===== src/rtl/vga_pkg.sv =====
// Shared definitions for the VGA framebuffer arbiter slice.
// Holds the display geometry, the framebuffer size, the default arbiter
// parameters, the palette index type and the arbiter state encoding.
package vga_pkg;

  localparam int unsigned H_ACTIVE   = 640;
  localparam int unsigned V_ACTIVE   = 480;
  localparam int unsigned FB_WORDS   = H_ACTIVE * V_ACTIVE;  // 307200
  localparam int unsigned ADDR_W     = 24;
  localparam int unsigned PIX_W      = 4;
  localparam int unsigned FIFO_DEPTH = 16;
  localparam int unsigned LOW_WATER  = 4;

  typedef logic [3:0] pix_t;

  typedef enum logic [1:0] {
    WAIT_FRAME,
    PREFILL,
    ACTIVE,
    DONE
  } fb_arb_state_t;

endpackage


===== src/rtl/pixel_fifo.sv =====
// Synchronous first-word-fall-through FIFO for prefetched palette indices.
// Ports:
//   clk, rst_n  clock and synchronous active-low reset
//   flush       discard all entries (takes priority over push/pop)
//   push/wdata  write one entry (ignored when full unless popping too)
//   pop         remove the head entry (ignored when empty)
//   rdata       current head entry, valid whenever empty is low
//   count       number of stored entries (0..DEPTH)
//   full/empty  occupancy flags
module pixel_fifo #(
  parameter int unsigned DEPTH = 16,
  parameter int unsigned W     = 4
) (
  input  logic                     clk,
  input  logic                     rst_n,
  input  logic                     flush,
  input  logic                     push,
  input  logic [W-1:0]             wdata,
  input  logic                     pop,
  output logic [W-1:0]             rdata,
  output logic [$clog2(DEPTH):0]   count,
  output logic                     full,
  output logic                     empty
);

  localparam int unsigned PW = $clog2(DEPTH);

  logic [W-1:0]  mem [DEPTH];
  logic [PW-1:0] wr_ptr;
  logic [PW-1:0] rd_ptr;
  logic          do_push;
  logic          do_pop;

  assign empty   = (count == '0);
  assign full    = (count == (PW+1)'(DEPTH));
  assign do_pop  = pop && !empty;
  assign do_push = push && (!full || do_pop);
  assign rdata   = mem[rd_ptr];

  always_ff @(posedge clk) begin
    if (do_push && !flush) begin
      mem[wr_ptr] <= wdata;
    end
  end

  always_ff @(posedge clk) begin
    if (!rst_n || flush) begin
      wr_ptr <= '0;
      rd_ptr <= '0;
      count  <= '0;
    end else begin
      if (do_push) wr_ptr <= wr_ptr + PW'(1);
      if (do_pop)  rd_ptr <= rd_ptr + PW'(1);
      case ({do_push, do_pop})
        2'b10:   count <= count + (PW+1)'(1);
        2'b01:   count <= count - (PW+1)'(1);
        default: count <= count;
      endcase
    end
  end

endmodule


===== src/rtl/vga_fb_arbiter.sv =====
// Shares a single-port framebuffer RAM between VGA scan-out prefetch and
// CPU pixel writes. Scan-out pixels are fetched in raster order into a
// small FWFT FIFO; the CPU only gets RAM cycles the display can spare.
// Ports:
//   clk, rst_n              clock, synchronous active-low reset
//   frame_start             restarts fetching for a new frame
//   pix_req                 display consumes one pixel this cycle
//   pix_data, pix_valid     popped palette index / came from FIFO
//   underflow               sticky: pixel requested while FIFO empty
//   cpu_req/addr/wdata      CPU write request, held until cpu_gnt
//   cpu_gnt                 write issued to RAM this cycle
//   mem_addr/we/wdata       RAM command port
//   mem_rdata               RAM read data, one cycle after the address
module vga_fb_arbiter #(
  parameter int unsigned H_ACTIVE   = vga_pkg::H_ACTIVE,
  parameter int unsigned V_ACTIVE   = vga_pkg::V_ACTIVE,
  parameter int unsigned ADDR_W     = vga_pkg::ADDR_W,
  parameter int unsigned PIX_W      = vga_pkg::PIX_W,
  parameter int unsigned FIFO_DEPTH = vga_pkg::FIFO_DEPTH,
  parameter int unsigned LOW_WATER  = vga_pkg::LOW_WATER
) (
  input  logic              clk,
  input  logic              rst_n,
  input  logic              frame_start,
  input  logic              pix_req,
  output logic [PIX_W-1:0]  pix_data,
  output logic              pix_valid,
  output logic              underflow,
  input  logic              cpu_req,
  input  logic [ADDR_W-1:0] cpu_addr,
  input  logic [PIX_W-1:0]  cpu_wdata,
  output logic              cpu_gnt,
  output logic [ADDR_W-1:0] mem_addr,
  output logic              mem_we,
  output logic [PIX_W-1:0]  mem_wdata,
  input  logic [PIX_W-1:0]  mem_rdata
);

  import vga_pkg::*;

  localparam int unsigned    CNT_W     = $clog2(FIFO_DEPTH) + 1;
  localparam logic [18:0]    FETCH_END = 19'(H_ACTIVE * V_ACTIVE);
  localparam logic [CNT_W:0] LVL_FULL  = (CNT_W+1)'(FIFO_DEPTH);
  localparam logic [CNT_W:0] LVL_LOW   = (CNT_W+1)'(LOW_WATER);

  fb_arb_state_t     state;
  fb_arb_state_t     state_nx;
  logic [18:0]       fetch_ptr;
  logic              inflight;
  logic [ADDR_W-1:0] addr_hold;
  logic              do_fetch;
  logic              do_cpu;
  logic              fetch_done;
  logic              cpu_in_range;

  logic [PIX_W-1:0]  fifo_head;
  logic [CNT_W-1:0]  occ;
  logic              fifo_full;
  logic              fifo_empty;
  logic              fifo_push;
  logic              fifo_pop;
  logic [CNT_W:0]    level;

  // Occupancy plus the read still in flight: the guard that keeps the
  // FIFO from ever receiving more data than it can hold.
  assign level        = {1'b0, occ} + {{CNT_W{1'b0}}, inflight};
  assign fetch_done   = (fetch_ptr == FETCH_END);
  assign cpu_in_range = (cpu_addr < ADDR_W'(H_ACTIVE * V_ACTIVE));

  // frame_start flushes the FIFO, so neither the returning read nor a
  // display pop may touch it in that cycle.
  assign fifo_push = inflight && !frame_start && (!fifo_full || fifo_pop);
  assign fifo_pop  = rst_n && pix_req && !frame_start && !fifo_empty;

  pixel_fifo #(
    .DEPTH (FIFO_DEPTH),
    .W     (PIX_W)
  ) u_fifo (
    .clk   (clk),
    .rst_n (rst_n),
    .flush (frame_start),
    .push  (fifo_push),
    .wdata (mem_rdata),
    .pop   (fifo_pop),
    .rdata (fifo_head),
    .count (occ),
    .full  (fifo_full),
    .empty (fifo_empty)
  );

  // Next state and per-cycle RAM slot arbitration. RAM commands are
  // suppressed while rst_n is low so a reset never overlaps a write.
  always_comb begin
    state_nx = state;
    do_fetch = 1'b0;
    do_cpu   = 1'b0;
    if (!rst_n) begin
      state_nx = state;
    end else if (frame_start) begin
      state_nx = PREFILL;
    end else begin
      case (state)
        WAIT_FRAME: do_cpu = cpu_req;
        PREFILL: begin
          if (level == LVL_FULL || fetch_done) begin
            state_nx = ACTIVE;
          end else begin
            do_fetch = 1'b1;
          end
        end
        ACTIVE: begin
          if (fetch_done) state_nx = DONE;
          if (!fetch_done && level < LVL_LOW) begin
            do_fetch = 1'b1;
          end else if (cpu_req) begin
            do_cpu = 1'b1;
          end else if (!fetch_done && level < LVL_FULL) begin
            do_fetch = 1'b1;
          end
        end
        DONE:    do_cpu = cpu_req;
        default: state_nx = WAIT_FRAME;
      endcase
    end
  end

  always_comb begin
    mem_addr = addr_hold;
    if (do_fetch)    mem_addr = ADDR_W'(fetch_ptr);
    else if (do_cpu) mem_addr = cpu_addr;
  end

  assign mem_we    = do_cpu && cpu_in_range;
  assign mem_wdata = do_cpu ? cpu_wdata : '0;
  assign cpu_gnt   = do_cpu;
  assign pix_valid = fifo_pop;
  assign pix_data  = fifo_pop ? fifo_head : '0;

  always_ff @(posedge clk) begin
    if (!rst_n) begin
      state     <= WAIT_FRAME;
      fetch_ptr <= '0;
      inflight  <= 1'b0;
      underflow <= 1'b0;
      addr_hold <= '0;
    end else begin
      state     <= state_nx;
      inflight  <= do_fetch;
      addr_hold <= mem_addr;
      if (frame_start) begin
        fetch_ptr <= '0;
        underflow <= 1'b0;
      end else begin
        if (do_fetch)               fetch_ptr <= fetch_ptr + 19'd1;
        if (pix_req && fifo_empty)  underflow <= 1'b1;
      end
    end
  end

endmodule


===== config.mk =====
export PLATFORM = sky130hd
export DESIGN_NAME = vga_fb_arbiter
export DESIGN_NICKNAME = d
export VERILOG_FILES = /design/src/rtl/vga_pkg.sv /design/src/rtl/pixel_fifo.sv /design/src/rtl/vga_fb_arbiter.sv
export SDC_FILE = /design/constraint.sdc
export NUM_CORES = 1
export LEC_CHECK = 0
export ABC_AREA = 1
export CORE_ASPECT_RATIO = 2
export CORE_UTILIZATION = 56
export DETAILED_ROUTE_END_ITERATION = 10
export GPL_TIMING_DRIVEN = 0
export HOLD_SLACK_MARGIN = 0.12
export PLACE_DENSITY_LB_ADDON = 0.3
export SYNTH_ARGS = -nofsm -noshare
export SYNTH_HDL_FRONTEND = slang
export SYNTH_SLANG_ARGS = --single-unit

===== constraint.sdc =====
create_clock -name clk -period 3 [get_ports clk]
set_input_delay 0.75 -clock clk [delete_from_list [all_inputs] [get_ports clk]]
set_output_delay 0.75 -clock clk [all_outputs]
set_load 0.02 [all_outputs]

=== After elaboration in Yosys (flattened, before gate mapping) ===
Memories as Yosys holds them, arrays and structs flattened. A register that Yosys moved wholly into a read port is not among the register bits.
Index checks and enable logic that the tools add are counted.
Widths: inputs -> output; s select.

* Bits in registers: 60
* Bits in writable memories: 64
* Input bits: 37
* Logic and storage cells: 87
* Memories: 1

{| class="wikitable"
|+ Memory list
! memory !! words !! width !! rd ports !! clocked after memory_dff !! wr ports !! line !! RTL
|-
| u_fifo.mem || 16 || 4 || 1 || 1 || 1 || pixel_fifo.sv:28 || <nowiki>logic [W-1:0] mem [DEPTH];</nowiki>
|}

* Add/subtract/negate cells: 6
* Order comparisons: 3
* Equal/unequal tests: 12
* Mux-type cells: 25
* Bitwise logic cells: 1
* Reduce and logical (&&, ||, !) cells: 30

{| class="wikitable"
|+ Operator list
! operator !! number
|-
| $mux 24 || 2
|-
| $lt 24x19->1 const B || 1
|-
| $add 19x1->19 const B || 1
|-
| $eq 19x19->1 const B || 1
|-
| $mux 4 || 4
|-
| $mux 1 || 13
|-
| $logic_and 1x1->1 || 12
|-
| $pmux 5 s2 || 1
|-
| $add 4x1->4 const B || 2
|-
| $add 5x1->6 || 1
|-
| $eq 2x2->1 const B || 3
|-
| $eq 6x5->1 const B || 1
|-
| $lt 6x3->1 const B || 1
|-
| $lt 6x5->1 const B || 1
|-
| $ne 3x3->1 const B || 2
|-
| $reduce_and 3->1 || 2
|-
| $add 5x1->5 const B || 1
|-
| $eq 5x5->1 const B || 1
|-
| $logic_not 1->1 || 5
|-
| $logic_not 5->1 || 1
|-
| $sub 5x1->5 const B || 1
|-
| $eq 2x1->1 const B || 2
|-
| $logic_or 1x1->1 || 4
|-
| $mux 2 || 2
|-
| other kinds (8) || 12
|}

=== Logic depth before layout (Yosys ltp) ===
Gate-level depths: netlist of the first run.

* Depth after elaboration: 10
* Gate-level depth with buffers: 16

=== Cells and area by module ===
From an unflattened synthesis of the first run, not the netlist that was laid out.

* Cells, all modules: 796
* Area, all modules: 6,510.0 µm²

{| class="wikitable"
|+ By module, submodules not included
! module !! times used !! cells each !! area each (µm²) !! seq. area each (µm²)
|-
| pixel_fifo || 1 || 339 || 3,568.4 || 2,262.2
|-
| vga_fb_arbiter || 1 || 457 || 2,941.6 || 940.9
|}

=== Worst setup path after synthesis of the first run ===
Ideal clock, no wire load.

* Kind: in2reg
* Start: in rst_n
* End: reg u_fifo.count[4]
* Setup time: 0.070 ns
* Arrival: 2.679 ns
* Required time: 2.930 ns
* Slack: 0.251 ns
* Stages: 16
* Cell sequence: inv_2 nor2_2 nand2_1 inv_1 nand2_1 inv_1 ha_1 inv_1 fa_1 nor2_1 a211oi_1 nand2_1 nand2_1 nor2_1 o21ai_0 a21oi_1

* Word-level cells in the longest chain between the ends: 8
* Elaborated cells between the ends (all ways): 14
* Those cells by class: eq/ne: 2; mux: 1; reduce/logical: 11

{| class="wikitable"
|+ RTL lines
! what !! line !! RTL
|-
| from (decl) || vga_fb_arbiter.sv:23 || <nowiki>input logic rst_n,</nowiki>
|-
| $logic_and 1x1->1 * (3 in a row) || vga_fb_arbiter.sv:73 || <nowiki>assign fifo_pop = rst_n && pix_req && !frame_start && !fifo_empty;</nowiki>
|-
| net pix_valid || vga_fb_arbiter.sv:27 || <nowiki>output logic pix_valid,</nowiki>
|-
| $logic_or 1x1->1 or $logic_and 1x1->1 (tied branches) || vga_fb_arbiter.sv:72, pixel_fifo.sv:36 ||
|-
| $logic_and 1x1->1 or $logic_or 1x1->1 (tied branches) || vga_fb_arbiter.sv:72, pixel_fifo.sv:37 ||
|-
| $logic_and 1x1->1 || pixel_fifo.sv:37 || <nowiki>assign do_push = push && (!full || do_pop);</nowiki>
|-
| $eq 2x1->1 or $eq 2x2->1 (tied branches) || pixel_fifo.sv:54 || <nowiki>case ({do_push, do_pop})</nowiki>
|-
| $pmux 5 s2 or $reduce_bool 2->1 (tied branches) || -- ||
|-
| to (signal assigned) || pixel_fifo.sv:55 || <nowiki>2'b10: count <= count + (PW+1)'(1);</nowiki>
|-
| to (signal assigned) || pixel_fifo.sv:56 || <nowiki>2'b01: count <= count - (PW+1)'(1);</nowiki>
|-
| to (signal assigned) || pixel_fifo.sv:57 || <nowiki>default: count <= count;</nowiki>
|-
| to (decl) || pixel_fifo.sv:21 || <nowiki>output logic [$clog2(DEPTH):0] count,</nowiki>
|}

Mark *: on every way through the listed nets, which the timed path passes. The rest lies on a longest branch.
A chain may end at the register's enable or synchronous reset.

=== Worst setup path after layout of the first run ===
* Start: reg u_fifo.count[2]
* End: out mem_addr[5]

* Word-level cells in the longest chain between the ends: 10
* Elaborated cells between the ends (all ways): 20
* Those cells by class: add/sub: 1; order compare: 2; eq/ne: 1; mux: 13; reduce/logical: 3

{| class="wikitable"
|+ RTL lines
! what !! line !! RTL
|-
| $add 5x1->6 * || vga_fb_arbiter.sv:66 || <nowiki>assign level = {1'b0, occ} + {{CNT_W{1'b0}}, inflight};</nowiki>
|-
| $lt 6x5->1 || vga_fb_arbiter.sv:117 || <nowiki>end else if (!fetch_done && level < LVL_FULL) begin</nowiki>
|-
| $logic_and 1x1->1 || vga_fb_arbiter.sv:117 ||
|-
| $mux 1 || vga_fb_arbiter.sv:117 ||
|-
| $mux 1 || vga_fb_arbiter.sv:115 || <nowiki>end else if (cpu_req) begin</nowiki>
|-
| $mux 1 || vga_fb_arbiter.sv:113 || <nowiki>if (!fetch_done && level < LVL_LOW) begin</nowiki>
|-
| $pmux 1 s2 || vga_fb_arbiter.sv:102 || <nowiki>case (state)</nowiki>
|-
| $mux 1 || vga_fb_arbiter.sv:99 || <nowiki>end else if (frame_start) begin</nowiki>
|-
| $mux 1 || vga_fb_arbiter.sv:97 || <nowiki>if (!rst_n) begin</nowiki>
|-
| $mux 24 * || vga_fb_arbiter.sv:129 || <nowiki>if (do_fetch) mem_addr = ADDR_W'(fetch_ptr);</nowiki>
|-
| to (decl) || vga_fb_arbiter.sv:33 || <nowiki>output logic [ADDR_W-1:0] mem_addr,</nowiki>
|}

Mark *: on every way between the ends. The rest lies on a longest branch, timed or not.

==> results of run 1 <==
cells in the final DEF, fill, tap and decap left out, types with 19 or more instances in the layout:
cell / count
nand2_1: 104
inv_1: 69
edfxtp_1: 64
nor2_1: 57
dfxtp_1: 57
a21oi_1: 50
buf_4: 45
buf_6: 37
o21ai_0: 34
clkdlybuf4s50_1: 34
nand2_2: 33
nand3_2: 31
nand3_1: 23
xor2_1: 19
sequential cells by signal (all words and copies together) (netlist names), named ones only:
name and cells:
u_fifo.rd_ptr 4, fetch_ptr 19, inflight 1, u_fifo.mem 64, underflow 1, addr_hold 24
state 2, u_fifo.wr_ptr 4, u_fifo.count 5
path summary, 6_finish.rpt:
check	from	to
setup / recovery	u_fifo.count[2]	mem_addr[5]
hold / removal	underflow	underflow
setup reg to reg	u_fifo.count[2]	addr_hold[1]
hold reg to reg	underflow	underflow
critical path, delay by kind of cell (launching register included):
kind,cells,cell delay (ns)
buf+inv,4,0.49
flops,1,0.36
simple gates,11,1.22
routing by layer:
| layer | vias up | global-route usage (%) | routed length [µm] |
|---|---|---|---|
| li1 | 2741 | - | - |
| met1 | 2912 | 30.1 | 6580 |
| met2 | 360 | 67.0 | 11900 |
| met3 | 157 | 5.57 | 1110 |
| met4 | 0 | 25.9 | 1940 |
| met5 | - | 0 | 0 |
kinds of logic (layout without fill, tap and decap cells):
logic type,Yosys count,count (layout),share of synthesized area (%)
AO/OA/AOI/OAI,114,114,9.60
XOR/XNOR,22,22,3.05
adder cells (fa/ha/maj),16,16,3.29
buffers and inverters,122,280,8.33
flip-flops,128,128,50.7
multiplexers,16,16,2.53
AND/OR/NAND/NOR,320,321,22.5
stage by stage:
stage | total power (W) | setup TNS (ns) | instance area, µm² | utilization, % | hold slack [ns]
after global placement | 0.00222 | -27.73 | 7220 | 65.9 | 0.454
after CTS | 0.00434 | -1.89 | 8640 | 79.0 | 0.479
final | 0.00443 | -4.69 | 8990 | 82.2 | 0.480
after detailed placement | 0.00223 | -29.72 | 7220 | 65.9 | 0.463
after floorplan | 0.00207 | 0 | 6320 | - | 0.447
after global routing | 0.00451 | -6.74 | 8990 | 82.2 | 0.504
layout make-up:
| cell class | count | area [µm²] | share of cell area (%) |
|---|---|---|---|
| Timing Repair Buffer | 127 | 1250 | 13.9 |
| Clock buffer | 19 | 433 | 4.81 |
| Multi-Input combinational cell | 489 | 3130 | 34.8 |
| Clock inverter | 13 | 138 | 1.53 |
| Inverter | 92 | 379 | 4.22 |
| Sequential cell | 128 | 3220 | 35.8 |
| Buffer | 29 | 272 | 3.02 |
| Tap cell | 140 | 175 | 1.95 |
report_power, final:
part / total, W / switching, W / internal [W] / leakage [nW]
registers: 0.00186 / 0.0000116 / 0.00185 / 1.10
logic: 0.000545 / 0.000289 / 0.000256 / 2.23
clock network: 0.00202 / 0.000793 / 0.00123 / 0.279
timing repair:
| item | 4_1_cts | 5_1_grt |
|---|---|---|
| setup endpoints to repair | 37 | 39 |
| gates cloned | 8 | 1 |
| setup buffers | 43 | 7 |
| resized for setup | 325 | 90 |
| pin swaps | 49 | 28 |
==> flow_metrics.env, run 1 <==
export IMPL_ys_warn_count=0
export IMPL_worst_setup_path_start_kind="flip-flop"
export IMPL_path_class="reg2out"
export IMPL_n_antenna_cell=0
export IMPL_area_growth_pct=42.3
export IMPL_end_kind="output pin"
export IMPL_cts_buffer_depth=2
export IMPL_grt_pass1_vias=6268
export IMPL_synth_edf_count=64
export IMPL_critPathMaxFanout=7
export IMPL_overflow=0
export IMPL_dpl_worst_slack_ns=-1.13
export IMPL_clockRootBuffer="clkbuf_16"
export IMPL_yosys_area_top_type_share_pct=30.4
export IMPL_grt_usage_pct=34.5
export IMPL_rsz0062_at_grt="true"
export IMPL_fmax_ghz=0.306
export IMPL_final_antenna_net_count=0
export IMPL_synth_distinct_cells=38
export IMPL_die_area_mm2=0.0117
export IMPL_start_util_pct=57.8
export IMPL_io_pins=73
export IMPL_die_h_um=152
export IMPL_crit_required_ns=2.25
export IMPL_cts_clk_slew_worst_paths_ns=0.06
export IMPL_wire_per_inst_um=20.7
export IMPL_grt_start_max_net_pins=17
export IMPL_p_leak_nw=3.60
export IMPL_worst_slack_ns=-0.266
export IMPL_cpPeakStageDelay_ns=0.36
export IMPL_ctsHtreeMaxLevel=4
export IMPL_grt_pass1_wl_um=30800
export IMPL_drv_cap=0
export IMPL_yosysTopAreaCell="edfxtp_1"
export IMPL_synth_avg_cell_area_um2=8.57
export IMPL_ys_flop_type="edfxtp_1"
export IMPL_drcViolationCount=0
export IMPL_syn_area_mm2=0.00632
export IMPL_cts_buffers=17
export IMPL_synthCells=738
export IMPL_vias_per_cell=5.95
export IMPL_numPortBuffers=72
export IMPL_cts_tree="done"
export IMPL_stdcell_count=1037
export IMPL_placedCellCount=950
export IMPL_critical_path_arrival_ns=2.52
export IMPL_finClkSkew_ns=0.0113
export IMPL_synth_most_common_cell="nand2_1"
export IMPL_cts_sinks=128
export IMPL_drtPass1Iterations=5
export IMPL_fin_crit_sh_pct=109
export IMPL_clk_latency_ns=0.41
export IMPL_slew_headroom_pct=43.3
export IMPL_dpl_hpwl_um=11800
export IMPL_num_fill_cells=589
export IMPL_slowest_stage="dfxtp_1"
export IMPL_cts_hold_buf=0
export IMPL_crit_chain="buf_6 -> nand3_1 -> nand2_1 -> nand2_1 -> nor2_2 -> nand3_1 -> nand2_2 -> nand2_4 -> nand2_8 -> buf_12 -> nand2_2 -> nand3_2 -> nand2_2 -> inv_2 -> buf_6"
export IMPL_r2r_cells=24
export IMPL_coreArea_mm2=0.0109
export IMPL_initialDrtViolationCount=521
export IMPL_worstHoldPathType="reg2reg"
export IMPL_place_congestion=0.964
export IMPL_power_density_mw_per_mm2=492
export IMPL_ir_drop_v=0.000569
export IMPL_final_setup_viol_count=30
export IMPL_num_rows=54
export IMPL_hold_viol_final=0
export IMPL_violations="setup timing"
export IMPL_async_reset_ff_share_pct=0
export IMPL_worst_slew_pin_slew_ns=0.851
export IMPL_regToRegSetupSlack_ns=-0.22
export IMPL_drive_gt1_share_pct=32.2
export IMPL_synth_fp_nets=791
export IMPL_synth_area_top_cells="edfxtp_1, dfxtp_1, nand2_1"
export IMPL_status="complete, but fails checks"
export IMPL_via_count=6170
export IMPL_layout_nets=937
export IMPL_crit_top_cell="nand2_2"
export IMPL_holdPathStages=2
export IMPL_antenna_found_initial=0
export IMPL_synthTopCellsByCount="nand2_1, inv_1, nor2_1"
export IMPL_postRouteWirelength_um=21500
export IMPL_period_minus_slack_ns=3.27
export IMPL_ys_seq_area_share_pct=50.7
export IMPL_die_w_um=77.1
export IMPL_slew_viol_final=0
export IMPL_synth_seq_cells=128
Note: power is estimated with default switching activity, not from simulation.
==> inputs of run 2 (changes only) <==
--- a/config.mk
+++ b/config.mk
@@ -12,6 +12,7 @@
 export GPL_TIMING_DRIVEN = 0
 export HOLD_SLACK_MARGIN = 0.12
 export PLACE_DENSITY_LB_ADDON = 0.3
+export REMOVE_ABC_BUFFERS = 1
 export SYNTH_ARGS = -nofsm -noshare
 export SYNTH_HDL_FRONTEND = slang
 export SYNTH_SLANG_ARGS = --single-unit
==> flow_metrics.env, run 2 (synthesis gave the netlist of run 1 again) <==
export IMPL_status="complete, but fails checks"
export IMPL_violations="setup timing"
export IMPL_stdcell_count=1011
export IMPL_grt_pass1_wl_um=30400
export IMPL_p_int_w=0.00329
export IMPL_io_pins=73
export IMPL_worst_slack_ns=-0.177
export IMPL_dpl_hpwl_um=10600
export IMPL_fmax_ghz=0.315
export IMPL_dpl_worst_slack_ns=-2.04
export IMPL_hold_viol_final=0
export IMPL_r2r_start="u_fifo.count[0]"
export IMPL_postRouteWirelength_um=21800
export IMPL_cts_buffer_depth=2
export IMPL_cts_buffers=17
export IMPL_via_count=6163
export IMPL_layout_nets=911
export IMPL_drive_gt1_share_pct=29.0
export IMPL_area_growth_pct=38.2
export IMPL_finClkSkew_ns=0.00622
export IMPL_regMostFlops="u_fifo.mem"
export IMPL_clock_power_share_pct=46.3
export IMPL_place_congestion=0.996
export IMPL_n_antenna_cell=0
export IMPL_cts_clk_slew_worst_paths_ns=0.06
export IMPL_end_kind="output pin"
export IMPL_die_h_um=152
export IMPL_final_antenna_net_count=0
export IMPL_drtPass1Iterations=6
export IMPL_start_util_pct=57.8
export IMPL_drv_cap=0
export IMPL_final_common_cell="nand2_1"
export IMPL_p_leak_nw=3.45
export IMPL_rsz0062_at_grt="true"
export IMPL_p_switching_w=0.00112
export IMPL_critPathMaxFanout=8
export IMPL_placedCellCount=921
export IMPL_slew_headroom_pct=53.7
export IMPL_worstHoldPathType="reg2reg"
export IMPL_grt_start_max_net_pins=49
export IMPL_worst_slew_pin_slew_ns=0.692
export IMPL_crit_required_ns=2.25
export IMPL_die_w_um=77.1
export IMPL_most_common_layout_cells="nand2_1, inv_1, edfxtp_1"
export IMPL_critical_path_arrival_ns=2.43
export IMPL_fin_crit_sh_pct=106
export IMPL_reg_top3="u_fifo.mem (64), addr_hold (24), fetch_ptr (19)"
export IMPL_initialDrtViolationCount=569
export IMPL_grt_pass1_vias=5965
export IMPL_ctsHtreeMaxLevel=4
export IMPL_p_sw_share_pct=25.4
export IMPL_whs_ns=0.491
export IMPL_worst_setup_path_start_kind="flip-flop"
export IMPL_clk_latency_ns=0.42
export IMPL_largest_register_ffs=64
export IMPL_numPortBuffers=72
export IMPL_grt_usage_pct=34.8
export IMPL_crit_start="u_fifo.count[0]"
export IMPL_hp_start="u_fifo.rd_ptr[2]"
export IMPL_final_setup_viol_count=25
export IMPL_slew_viol_final=0
export IMPL_power_share_sequential_pct=42.2
export IMPL_die_area_mm2=0.0117
export IMPL_overflow=0
export IMPL_final_area_mm2=0.00874
export IMPL_clockRootBuffer="clkbuf_16"
export IMPL_antenna_found_initial=0
export IMPL_placed_cell_area_mm2=0.00706
export IMPL_period_minus_slack_ns=3.18
export IMPL_combPwrFrac_pct=11.5
export IMPL_wire_per_inst_um=21.5
export IMPL_num_rows=54
export IMPL_drcViolationCount=0
export IMPL_coreArea_mm2=0.0109
export IMPL_vias_per_cell=6.10
export IMPL_path_class="reg2out"
export IMPL_cts_tree="done"
export IMPL_ir_drop_v=0.000392
export IMPL_power_density_mw_per_mm2=505
export IMPL_cts_sinks=128
[run 2: cell types whose count changed in the layout (fill, tap and decap cells not counted), sizes merged, moves of 3 or more]
cell / delta
buf: -23
clkbuf: -14
clkdlybuf4s15: -3
clkinvlp: +3
inv: +6
nand2: +10
[run 2: worst paths after layout]
check / slack [ns] / depth (start not counted) / to
min reg2reg: 0.49 / 2 / flip-flop
max: -0.18 / 13 / mem_addr[4]
max reg2reg: 0.26 / 14 / u_fifo.count[4]
min: 0.49 / 2 / flip-flop
[run 2: worst max-delay path, cell delays in order, from the launching register on]
cell and delay, ns:
dfxtp_4 0.35, ha_4 0.17, ha_4 0.17, xor2_2 0.15
nor2_2 0.16, nand3_2 0.09, nand2_2 0.11, nand2_4 0.09
nand2_8 0.19, clkinv_8 0.12, nand2_1 0.13, nand2_2 0.07
inv_2 0.06, buf_6 0.11
[run 2: per-layer routing]
layer | up-vias | global-route usage (%) | routed length [µm]
met3 | 170 | 8.14 | 1890
met5 | - | 0 | 0
met1 | 2842 | 31.7 | 6420
met4 | 0 | 28.5 | 1940
li1 | 2694 | - | -
met2 | 457 | 63.3 | 11500
[run 2: repair_timing]
item,4_1_cts,5_1_grt
pin swaps,25,29
cloned,16,3
endpoints found under the setup margin,146,37
hold buffers,0,0
gates resized for setup,257,94
setup buffers,31,8
[run 2: area by class of cell]
| cell class | instances | area, µm² |
|---|---|---|
| clock buffer | 18 | 429 |
| timing repair buffer | 114 | 1120 |
| timing repair inverter | 6 | 57.6 |
| multi-input combinational | 499 | 3160 |
| clock inverter | 14 | 156 |
| sequential | 128 | 3230 |
| tap | 140 | 175 |
| fill | 637 | 2210 |
| inverter | 92 | 404 |
[run 2: power by group through the flow]
stage,Clock (W),Combinational [W],Sequential [W]
after floorplan,0,0.000152,0.00190
after global placement,0,0.000306,0.00190
after detailed placement,0,0.000315,0.00190
after CTS,0.00204,0.000445,0.00186
after global routing,0.00212,0.000526,0.00186
final,0.00205,0.000508,0.00186
[run 2: stage by stage]
stage,util (%),TNS (ns),total power (W)
final,79.8,-3.46,0.00441
after global routing,79.8,-6.47,0.00451
after global placement,64.3,-191.03,0.00220
after detailed placement,64.5,-134.11,0.00221
after floorplan,-,-30.45,0.00205
after CTS,76.8,-1.13,0.00435
